**config.mk**
```make
export PLATFORM = sky130hd
export DESIGN_NAME = pc_sequencer
export DESIGN_NICKNAME = d
export VERILOG_FILES = /design/src/rtl/pc_sequencer.sv
export SDC_FILE = /design/constraint.sdc
export NUM_CORES = 1
export LEC_CHECK = 0
export CAP_MARGIN = 20
export CORE_MARGIN = 1.5
export CORE_UTILIZATION = 42
export DETAILED_ROUTE_END_ITERATION = 10
export PLACE_DENSITY = 0.78
export SETUP_SLACK_MARGIN = 0.1
export SYNTH_ARGS = -nofsm -noshare
export SYNTH_HDL_FRONTEND = slang
export SYNTH_SLANG_ARGS = --single-unit
```
**constraint.sdc**
```tcl
create_clock -name clk -period 6.83 [get_ports clk]
set_clock_uncertainty 0.2 [all_clocks]
set_input_delay 0.683 -clock clk [delete_from_list [all_inputs] [get_ports clk]]
set_output_delay 0.683 -clock clk [all_outputs]
set_load 0.02 [all_outputs]
```
**src/rtl/pc_sequencer.sv**
```systemverilog
// Program-counter sequencer: owns the PC, chooses reset vector / hold / +4 / redirect target each cycle.
// Latency: redirect sampled at edge N -> target visible after N, valid fetch after N+1; sequential advance 1/cycle.
// Backpressure: fetch_ready low holds pc with pc_valid asserted; stall parks in HOLD; redirects override both.
module pc_sequencer #(
  parameter int              XLEN         = 32,
  parameter logic [XLEN-1:0] RESET_VECTOR = XLEN'(32'h0000_0000),
  parameter logic [XLEN-1:0] TRAP_VECTOR  = XLEN'(32'h0000_0100)
) (
  input  logic            clk,
  input  logic            rst_n,
  input  logic            stall,
  input  logic            fetch_ready,
  input  logic            branch_taken,
  input  logic [XLEN-1:0] branch_target,
  input  logic            jump_valid,
  input  logic [XLEN-1:0] jump_target,
  input  logic            trap_req,
  output logic [XLEN-1:0] pc,
  output logic            pc_valid,
  output logic            flush,
  output logic [XLEN-1:0] epc
);

  typedef enum logic [1:0] {
    BOOT  = 2'd0,
    RUN   = 2'd1,
    HOLD  = 2'd2,
    FLUSH = 2'd3
  } state_e;

  state_e          state_q, state_d;
  logic [XLEN-1:0] pc_q, pc_d;
  logic [XLEN-1:0] epc_q, epc_d;

  logic            redirect;
  logic [XLEN-1:0] redirect_raw;
  logic [XLEN-1:0] redirect_tgt;
  logic            fire;

  // Resolve the winning redirect source (trap > jump > branch) and word-align its target.
  always_comb begin
    redirect     = trap_req | jump_valid | branch_taken;
    redirect_raw = branch_target;
    if (trap_req) begin
      redirect_raw = TRAP_VECTOR;
    end else if (jump_valid) begin
      redirect_raw = jump_target;
    end
    redirect_tgt = {redirect_raw[XLEN-1:2], 2'b00};
  end

  // Outputs are the registered PC/EPC and pure decodes of the state.
  assign pc       = pc_q;
  assign epc      = epc_q;
  assign pc_valid = (state_q == RUN);
  assign flush    = (state_q == FLUSH);
  assign fire     = pc_valid & fetch_ready;

  // Next-state and PC selection; a redirect outside BOOT overrides every other choice.
  always_comb begin
    state_d = state_q;
    pc_d    = pc_q;
    epc_d   = epc_q;
    case (state_q)
      BOOT: begin
        state_d = RUN;
      end
      RUN: begin
        if (stall) begin
          state_d = HOLD;
        end else if (fire) begin
          pc_d = pc_q + XLEN'(4);
        end
      end
      HOLD: begin
        if (!stall) begin
          state_d = RUN;
        end
      end
      FLUSH: begin
        if (stall) begin
          state_d = HOLD;
        end else begin
          state_d = RUN;
        end
      end
      default: begin
        state_d = BOOT;
      end
    endcase
    if (redirect && (state_q != BOOT)) begin
      state_d = FLUSH;
      pc_d    = redirect_tgt;
      if (trap_req) begin
        epc_d = pc_q;
      end
    end
  end

  // State, PC and EPC registers with synchronous active-low reset.
  always_ff @(posedge clk) begin
    if (!rst_n) begin
      state_q <= BOOT;
      pc_q    <= RESET_VECTOR;
      epc_q   <= '0;
    end else begin
      state_q <= state_d;
      pc_q    <= pc_d;
      epc_q   <= epc_d;
    end
  end

endmodule

```
* Word-level counts from Yosys, hierarchy flattened
Index checks and enable logic that the tools add are counted.
Word-level totals: logic and storage cells 37, register bits 66, output and inout bits 66, bits of input ports 71
Operators by class: bitwise operators 5, multiplexer cells 11, eq/ne operators 6, reductions and logical operators 10, $add $sub $neg 1
Operators by type and width (number):
- two-way mux 32 bit | 6
- adder 32 x 3 -> 32 bit, second input constant | 1
- two-way mux 2 bit | 4
- one-hot mux 2 bit (4 select lines) | 1
- AND reduction 3 bit | 2
- nonzero test 2 bit | 3
- == test 2 bit, second input constant | 2
- AND reduction 2 bit | 2
- != test 3 x 2 -> 1 bit, second input constant | 1
- != test 3 bit, second input constant | 1
- == test 2 x 1 -> 1 bit, second input constant | 1
- zero test 2 bit | 1
- != test 2 x 1 -> 1 bit, second input constant | 1
- NOT 1 bit | 2
- bitwise OR 1 bit | 2
- OR reduction 2 bit | 1
- bitwise AND 1 bit | 1
- logical AND 1 bit | 1

* Depth between registers and ports, before layout
Gate-level depths: netlist (run 1).
depth in word-level cells 6, mapped depth 7, mapped depth without buffers 5

* Least setup slack after synthesis (run 1)
Ideal clock, no wire load.
kind register to register, from reg pc_q[2] (netlist: pc[2]), to reg pc_q[22] (netlist: pc[22]), stages on the path, launching flop included 7, path buffers 1, arrival 2.083 ns, library setup time 0.074 ns, setup slack 4.473 ns, cells stage by stage dfxtp_1 -> ha_1 -> and4_1 -> clkbuf_1 -> nand3_1 -> or4_2 -> a31oi_1
On the way: word-level cells in the longest chain between the ends 5
Ends and longest elaborated chain:
- start: declaration | RTL line 32 | logic [XLEN-1:0] pc_q, pc_d;
- start signal: assignment | RTL line 108 | pc_q <= pc_d;
- adder 32 x 3 -> 32 bit | RTL line 72 | pc_d = pc_q + XLEN'(4);
- two-way mux 32 bit | RTL line 71 | end else if (fire) begin
- two-way mux 32 bit | RTL line 69 | if (stall) begin
- two-way mux 32 bit | RTL line 64 | case (state_q)
- two-way mux 32 bit | RTL line 91 | if (redirect && (state_q != BOOT)) begin
No other way between the ends. The select of a mux whose other input is x is not followed. A chain may end at the register's enable or synchronous reset.

* Worst setup path after layout (run 1)
from in trap_req, to reg pc_q[28] (netlist: pc[28])
On the way: word-level cells in the longest chain between the ends 5
Ends and longest elaborated chain:
- start: declaration | RTL line 17 | input logic trap_req,
- bitwise OR 1 bit (2 in a row) | RTL line 42 | redirect = trap_req | jump_valid | branch_taken;
- logical AND 1 bit | RTL line 91
- != test 2 x 1 -> 1 bit (no source line) or nonzero test 2 bit (tied branches)
- AND reduction 3 bit (no source line)
Parallel ways exist; a longest one is shown, timed or not.

==> out/metrics.yaml, run 1 <==
drv_cap: 0
endpoint_kind: "flop"
rows: 33
path_buf_inv: 2
die_w_microns: 94.12
tritoncts: "done"
synth_enable_flop_cells: 0
ios: 137
slew_violations: 0
clk_root_buffer_cell: "clkbuf_8"
setup-tns-final_ns: 0
synth_top_area_frac: 0.3559
grt_pass1_wl_microns: 17260
worst_pin_slew_ns: 0.9505
ys_types: 58
grt-ovfl-total: 0
cp_slowest_stage_delay_ns: 0.74
ys_seq_area_frac: 0.3559
nets: 617
antenna_cells: 0
grt_pass1_vias: 3556
clk_pin_slew_worst_paths_ns: 0.07
yosys_warnings: 0
grt_setup_unrepaired: "false"
grt.total_usage: 0.2489
leakage_nw: 1.723
setup_viol: 0
power-per-cell-area_nw_per_um2: 199.1
cp_slowest_cell: "nor2_1"
finalHoldViolCount: 0
worstSetupPathType: "input port to flop"
globalplace.congestion: 0.8750
clockBufferDepth: 2
avgViaCountPerCell: 5.826
path_depth: 6
cts_sinks: 62
drtPass1Iterations: 4
antenna_found_initial: 0
drcViolationCount: 0
synth_most_common_cell: "nand2_1"
wl_microns: 10790
cp.required_ns: 6.90
crit_family: "compound AO/OA/AOI/OAI gates"
syn_area_per_cell_sq_um: 7.961
ff2ff_path_depth: 4
dieArea_sq_um: 8859
period_minus_slack_ns: 2.983
ant_nets: 0
port_buffers: 128
fmax_mhz: 335.2
die_h_microns: 94.12
async_reset_ff_frac: 0
syn2layout_area_growth_pct: 42.66
syn_inst: 438
worstSkewPairLatency_ns: 0.35
cts_made_buffers: 9
dp.final_hpwl_microns: 7590
post_cts_resized: 0
synthTopCellsByArea: "dfxtp_1 36%, nand2_1 9.5%, mux2i_1 6.6%, a21oi_1 5.5%, o21ai_0 2.9%"
holdPathStages: 2
period_share: 0.4368
synth_area_sq_um: 3487
utilization: 0.6116
synth_flop_cell: "dfxtp_1"
initial_core_util: 0.4287
holdBufCountCts: 0
maxSlewHeadroom: 0.3663
startpoint_type: "input port"
routedWlPerCell_microns: 16.47
drive_above_1_share: 0.06545
synth-seq-cells: 62
cts_setup_buffers: 0
peakVddDrop_uv: 110.4
cp_max_fo: 27
yosysTopAreaCell: "dfxtp_1"
yosys-top-cells-count: "88 x nand2_1, 62 x dfxtp_1, 38 x a21oi_1"
worstPathCellList: "clkdlybuf4s50_1 -> buf_4 -> o32a_1 -> nor2_1 -> o311ai_0 -> o221ai_1"
worstHoldPathType: "flop to flop"
grt_max_degree: 41
first_iter_violations: 281
vias: 3816
coreArea_sq_um: 8134
n_fill_cell: 709
htreeDepth: 3
status: "completed"
arrival_ns: 3.05
metrics by stage:
step                      cells  instance area, sq um  hold WS (ns)  total power, mW  worst slack (ns)
final                       655                  4975        0.2564           0.9904             3.847
after global routing        655                  4975        0.2839            1.026             3.726
after CTS                   654                  4960        0.2561           0.9878             3.868
after detailed placement    638                  4730        0.2464           0.6074             3.528
after global placement      638                  4730        0.2429           0.6030             3.581
after floorplan             441                  3498        0.3345           0.5123             4.473
layout make-up:
cell class | instances | area, sq um | area share
timing repair buffer | 133 | 1321 | 0.2656
sequential | 62 | 1241 | 0.2495
clock inverter | 4 | 95.09 | 0.01911
inverter | 4 | 15.01 | 0.003018
multi-input combinational | 335 | 2036 | 0.4092
clock buffer | 12 | 135.1 | 0.02716
tap | 105 | 131.4 | 0.02641
worst register-to-register path, stage by stage, from the launching register on:
cell and delay, ns:
dfxtp_1 0.52, and4bb_2 0.55, nand3_1 0.47, or4_2 0.67, a31oi_1 0.17
logic make-up after synthesis:
kind of cell,Yosys count,synth area share
other cells,1,0.001075
fa+ha+maj,1,0.003588
mux,30,0.08863
compound gates,109,0.1988
buf+inv,44,0.06997
xor+xnor,6,0.01507
flops,62,0.3559
simple gates,185,0.2670
sequential cells by signal, summed over array words and instances, names as in the netlist:
signal and cells:
state_q 2, pc 30, epc 30
power by group:
| part | internal, mW | switching (mW) | leakage [nW] |
|---|---|---|---|
| logic | 0.0971 | 0.0976 | 1.10 |
| registers | 0.379 | 0.0284 | 0.506 |
| clock network | 0.242 | 0.146 | 0.115 |
| total | 0.719 | 0.272 | 1.72 |
layer usage:
metal	up-vias	track usage	wire [microns]
met2	183	0.4034	5036
met5	-	0	0
met3	16	0.05906	918
li1	1833	-	-
met4	0	0.08085	147
met1	1784	0.3247	4686
worst paths after layout:
path	end	start	slack (ns)
worst min-delay path	epc[29]$_SDFFE_PN0P_	epc[29]$_SDFFE_PN0P_	0.26
worst max-delay path	pc[28]$_SDFFE_PN0P_	trap_req	3.85
worst max register to register	pc[22]$_SDFFE_PN0P_	state_q[0]$_SDFFE_PN0P_	4.18
worst min register to register	epc[29]$_SDFFE_PN0P_	epc[29]$_SDFFE_PN0P_	0.26
cells in the final DEF (no fill, tap or decap), drive strengths merged, types with 3 or more instances in the layout:
master / n
nor4: 3
nand2: 88
o211ai: 9
nand3: 16
bufinv: 3
inv: 4
a211oi: 4
or4: 11
and3: 7
a32oi: 3
buf: 6
nand4: 15
mux2i: 23
o21a: 3
mux2: 7
o31ai: 5
and2: 3
clkbuf: 12
a21oi: 38
nor2: 13
a31oi: 9
conb: 4
nor3: 13
dfxtp: 62
clkdlybuf4s50: 127
and4: 8
xor2: 5
o21ai: 20
or3: 4
Note: power is estimated with default switching activity, not from simulation.
==> inputs of run 2 (changes only) <==
==> constraint.sdc (replaced) <==
create_clock -name clk -period 3.1 [get_ports clk]
set_clock_uncertainty 0.2 [all_clocks]
set_input_delay 0.31 -clock clk [delete_from_list [all_inputs] [get_ports clk]]
set_output_delay 0.31 -clock clk [all_outputs]
set_load 0.02 [all_outputs]
==> out/metrics.yaml, run 2 (synthesized netlist as in run 1, its figures left out) <==
grt-ovfl-total: 0  # unchanged
die_h_microns: 94.12  # unchanged
htreeDepth: 3  # unchanged
fin_hold_ws_ns: 0.2528  # -0.003636 ns
slew_violations: 0  # unchanged
die_w_microns: 94.12  # unchanged
worstSetupPathType: "flop to flop"
drv_cap: 0  # unchanged
clk_root_buffer_cell: "clkbuf_8"
vias: 3818  # +0.052%
nets: 626  # +1.5%
cts_sinks: 62  # unchanged
tritoncts: "done"
startpoint_type: "flop"
wl_microns: 10530  # -2.4%
status: "completed"
coreArea_sq_um: 8134  # unchanged
regToRegStartpoint: "pc[10]$_SDFFE_PN0P_"
port_buffers: 128  # unchanged
ant_nets: 0  # unchanged
dieArea_sq_um: 8859  # unchanged
peakVddDrop_uv: 213.6  # +93%
setup_viol: 0  # unchanged
critPathCapture: "pc[27]$_SDFFE_PN0P_"
period_minus_slack_ns: 2.364
fmax_mhz: 423.1
holdBufCountCts: 0  # unchanged
critPathLaunch: "pc[10]$_SDFFE_PN0P_"
layout_common_cells: "127 x clkdlybuf4s50_1, 88 x nand2_1, 62 x dfxtp_1"
worstHoldPathType: "flop to flop"
grt_pass1_wl_microns: 16860  # -2.3%
period_share: 0.7624
maxSlewHeadroom: 0.4733  # +0.1070
rows: 33  # unchanged
setup-tns-final_ns: 0  # unchanged
arrival_ns: 2.43  # -0.62 ns
cts_setup_buffers: 0  # unchanged
clockBufferDepth: 2  # unchanged
clk_pin_slew_worst_paths_ns: 0.07  # about the same
antenna_cells: 0  # unchanged
globalplace.congestion: 0.9153  # +4.6%
grt_setup_unrepaired: "false"
utilization: 0.6171  # +0.005538
cp_max_fo: 10  # -63%
worst_pin_slew_ns: 0.7871  # -0.1634 ns
cts_made_buffers: 9  # unchanged
finalHoldViolCount: 0  # unchanged
grt_max_degree: 28  # -32%
reg2reg_slack_ns: 0.74  # -3.44 ns
endpoint_kind: "flop"
dp.final_hpwl_microns: 7841  # +3.3%
worstSkewPairLatency_ns: 0.34  # about the same
grt.total_usage: 0.2420  # -0.006934
grt_pass1_vias: 3492  # -1.8%
routedWlPerCell_microns: 15.85  # -3.8%
leakage_nw: 1.759  # +2.1%
avgViaCountPerCell: 5.750  # -1.3%
syn2layout_area_growth_pct: 43.95
drtPass1Iterations: 5  # +1
drcViolationCount: 0  # unchanged
ff2ff_path_depth: 4  # unchanged
drive_above_1_share: 0.08229  # +0.01684
ios: 137  # unchanged
initial_core_util: 0.4287  # unchanged
post_cts_resized: 0  # unchanged
cp.required_ns: 3.17  # -3.73 ns
final_common_cell: "clkdlybuf4s50_1"
first_iter_violations: 299  # +6.4%
reg2reg_to: "pc[27]$_SDFFE_PN0P_"
power-per-cell-area_nw_per_um2: 421.4  # +110%
antenna_found_initial: 0  # unchanged
run 2: cell types whose count changed in the layout (fill, tap and decap cells not counted):
cell	change
buf_4	+10
buf_8	-1
bufinv_16	-1
clkbuf_1	-1
clkbuf_8	+1
clkinv_2	+1
run 2: worst min-delay path by stage:
stage / slack, ns / start / endpoint / depth (start not counted)
2_1_floorplan: 0.23 / branch_taken / state_q[0]$_SDFFE_PN0P_ / 2
3_3_place_gp: 0.24 / epc[26]$_SDFFE_PN0P_ / epc[26]$_SDFFE_PN0P_ / 2
3_5_place_dp: 0.25 / epc[26]$_SDFFE_PN0P_ / epc[26]$_SDFFE_PN0P_ / 2
4_1_cts: 0.25 / epc[26]$_SDFFE_PN0P_ / epc[26]$_SDFFE_PN0P_ / 2
5_1_grt: 0.28 / epc[13]$_SDFFE_PN0P_ / epc[13]$_SDFFE_PN0P_ / 2
6_report: 0.25 / epc[22]$_SDFFE_PN0P_ / epc[22]$_SDFFE_PN0P_ / 2
run 2: layer usage:
layer	global-route usage	part of all wire
met1	0.3142	0.44
met5	0	0
met2	0.3992	0.46
met4	0.07214	0.011
met3	0.05421	0.089
run 2: power breakdown:
| part | leakage (nW) | switching (mW) | total, mW | internal, mW |
|---|---|---|---|---|
| combinational | 1.14 | 0.216 | 0.436 | 0.219 |
| sequential | 0.506 | 0.0615 | 0.897 | 0.836 |
| clock | 0.110 | 0.310 | 0.783 | 0.473 |
run 2: final cells by class:
type,count,area [sq um]
inverter,4,15.01
multi-input combinational,335,2036
clock inverter,4,70.07
fill,715,3114
tap,105,131.4
sequential,62,1241
timing repair buffer,142,1381
clock buffer,12,145.1
run 2: critical path: stages (launching register included):
cell	delay [ns]
dfxtp_1	0.54
nand3_2	0.18
or4_1	0.67
or4_1	0.52
a31oi_1	0.17
run 2: metrics by stage:
stage / area (sq um) / total power [mW] / std cells / setup WS (ns)
final: 5020 / 2.115 / 664 / 0.7364
after global routing: 5020 / 2.201 / 664 / 0.6209
after CTS: 5020 / 2.122 / 664 / 0.7406
after detailed placement: 4805 / 1.347 / 648 / 0.5864
after global placement: 4805 / 1.339 / 648 / 0.6694
after floorplan: 3498 / 1.129 / 441 / 0.7430
==> inputs of run 3 (changes only) <==
==> constraint.sdc (replaced) <==
create_clock -name clk -period 2.4 [get_ports clk]
set_clock_uncertainty 0.2 [all_clocks]
set_input_delay 0.24 -clock clk [delete_from_list [all_inputs] [get_ports clk]]
set_output_delay 0.24 -clock clk [all_outputs]
set_load 0.02 [all_outputs]
==> out/metrics.yaml, run 3 (synthesized netlist as in run 1, its figures left out) <==
netSwitchingFraction: 0.2743  # -0.003670
combPwrFrac: 0.229  # +0.023
dpl.cell_count: 679  # +4.8%
drive_above_1_share: 0.1390  # +0.05669
vias: 3996  # +4.7%
top_layer_used: "met4"
p_total_mw: 2.858  # +35%
p_int_mw: 2.074  # +36%
maxSlewHeadroom: 0.4957  # +0.02239
clk_pin_slew_worst_paths_ns: 0.07  # about the same
syn2layout_area_growth_pct: 51.74
wl_microns: 11310  # +7.4%
antenna_cells: 0  # unchanged
finalHoldViolCount: 0  # unchanged
leakage_nw: 1.936  # +10%
nets: 657  # +5.0%
die_h_microns: 94.12  # unchanged
grt-ovfl-total: 0  # unchanged
cp_slowest_stage_delay_ns: 0.64  # -0.03 ns
arrival_ns: 2.25  # -0.18 ns
layout_common_cells: "127 x clkdlybuf4s50_1, 88 x nand2_1, 59 x dfxtp_1"
drtPass1Iterations: 5  # unchanged
fmax_mhz: 457.3  # +8.1%
ios: 137  # unchanged
multi_input_area_sq_um: 2039  # +0.18%
p_sw_mw: 0.7840  # +33%
tritoncts: "done"
grt_pass1_wl_microns: 18060  # +7.1%
period_share: 0.9112  # +0.1487
holdPathStages: 2  # unchanged
wl_met1_microns: 4613  # about the same
crit_family: "simple AND/OR/NAND/NOR gates"
drcViolationCount: 0  # unchanged
setup_viol: 0  # unchanged
drv_cap: 0  # unchanged
path_buf_inv: 0  # unchanged
met3WireLength_microns: 1156  # +23%
grt_setup_unrepaired: "true"
worstSkewPairLatency_ns: 0.34  # about the same
clockBufferDepth: 2  # unchanged
first_iter_violations: 298  # -0.33%
avgViaCountPerCell: 5.750  # about the same
cp_slowest_cell: "or4_1"
initial_core_util: 0.4287  # unchanged
slew_violations: 0  # unchanged
seqPwrFrac: 0.394  # -0.030
routedWlPerCell_microns: 16.27  # +2.6%
grt.total_usage: 0.2602  # +0.01817
holdBufCountCts: 0  # unchanged
cts_made_buffers: 9  # unchanged
cp_max_fo: 7  # -3
worstSetupPathType: "flop to flop"
grt_max_degree: 26  # -7.1%
clk_root_buffer_cell: "clkbuf_8"
regToRegStartpoint: "pc[5]$_SDFFE_PN0P_"
rows: 33  # unchanged
worstHoldPathType: "flop to flop"
met2_length_microns: 5288  # +8.7%
endpoint_kind: "flop"
startpoint_type: "flop"
setup-tns-final_ns: 0  # unchanged
worstPathCellList: "nand4_1 -> or4_1 -> or4_1 -> a31oi_1"
ff2ff_path_depth: 4  # unchanged
htreeDepth: 3  # unchanged
final_common_cell: "clkdlybuf4s50_1"
critPathLaunch: "pc[5]$_SDFFE_PN0P_"
crit_path_frequent_cell: "or4_1"
globalplace.congestion: 0.9328  # +1.9%
worst_pin_slew_ns: 0.7563  # -0.03077 ns
cts_sinks: 62  # unchanged
n_fill_cell: 709  # -0.84%
grt_pass1_vias: 3920  # +12%
cts_setup_buffers: 0  # unchanged
dieArea_sq_um: 8859  # unchanged
seqCellArea_sq_um: 1245  # +0.30%
fin_cells: 695  # +4.7%
coreArea_sq_um: 8134  # unchanged
dp.final_hpwl_microns: 8608  # +9.8%
status: "completed"
fin_hold_ws_ns: 0.2563  # +0.003490 ns
pwr-share-clk: 0.378  # +0.008
power-per-cell-area_nw_per_um2: 540.2  # +28%
antenna_found_initial: 0  # unchanged
port_buffers: 128  # unchanged
reg2reg_slack_ns: 0.21  # -0.52 ns
cp.required_ns: 2.47  # -0.70 ns
hp-start: "epc[9]$_SDFFE_PN0P_"
reg2reg_to: "pc[21]$_SDFFE_PN0P_"
ant_nets: 0  # unchanged
die_w_microns: 94.12  # unchanged
hold_end: "epc[9]$_SDFFE_PN0P_"
peakVddDrop_uv: 390.9  # +83%
period_minus_slack_ns: 2.187  # -0.1768 ns
[run 3: cell count changes in the layout (fill, tap and decap cells not counted)]
cell / change
buf_12: +1
buf_4: +30
clkbuf_1: -1
clkbuf_8: +2
clkinv_2: -1
dfxtp_1: -3
dfxtp_2: +3
or4_1: -1
or4_4: +1
[run 3: per-layer routing]
layer,vias up,global-route usage
li1,1910,-
met1,1859,0.3096
met2,198,0.4384
met3,29,0.06958
met4,0,0.1119
met5,-,0
[run 3: power by group through the flow]
stage	logic, mW	registers (mW)	clock network [mW]
3_5_place_dp	0.648	1.15	0
5_1_grt	0.702	1.13	1.13
3_3_place_gp	0.637	1.15	0
2_1_floorplan	0.251	1.21	0
4_1_cts	0.652	1.12	1.09
6_report	0.654	1.13	1.08
[run 3: worst register-to-register path, stage by stage (launching register included)]
cell	delay, ns
dfxtp_2	0.41
nand4_1	0.21
or4_1	0.64
or4_1	0.49
a31oi_1	0.16
[run 3: worst max path at each step]
| stage | to | slack [ns] | cells past startpoint |
|---|---|---|---|
| after detailed placement | pc[17]$_SDFFE_PN0P_ | 0.003 | 6 |
| after CTS | pc[27]$_SDFFE_PN0P_ | 0.16 | 4 |
| after floorplan | pc[27]$_SDFFE_PN0P_ | 0.12 | 6 |
| final | pc[21]$_SDFFE_PN0P_ | 0.21 | 4 |
| after global routing | pc[21]$_SDFFE_PN0P_ | 0.09 | 4 |
| after global placement | pc[17]$_SDFFE_PN0P_ | 0.07 | 6 |
[run 3: cell type report]
| class | instances | area share |
|---|---|---|
| Inverter | 4 | 0.002838 |
| Timing Repair Buffer | 173 | 0.3074 |
| Tap cell | 105 | 0.02483 |
| Clock inverter | 3 | 0.01230 |
| Multi-Input combinational cell | 335 | 0.3854 |
| Clock buffer | 13 | 0.03192 |
| Sequential cell | 62 | 0.2353 |
[run 3: timing repair]
item,CTS,global route
endpoints found under the hold margin,0,0
setup endpoints to repair,0,4
resized for setup,0,2
[run 3: metrics by stage]
step / setup WS, ns / utilization / instance area [sq um]
after floorplan: 0.1179 / - / 3501
final: 0.2132 / 0.6505 / 5291
after global placement: 0.07092 / 0.6211 / 5052
after global routing: 0.08998 / 0.6505 / 5291
after detailed placement: 0.002901 / 0.6211 / 5052
after CTS: 0.1556 / 0.6499 / 5286
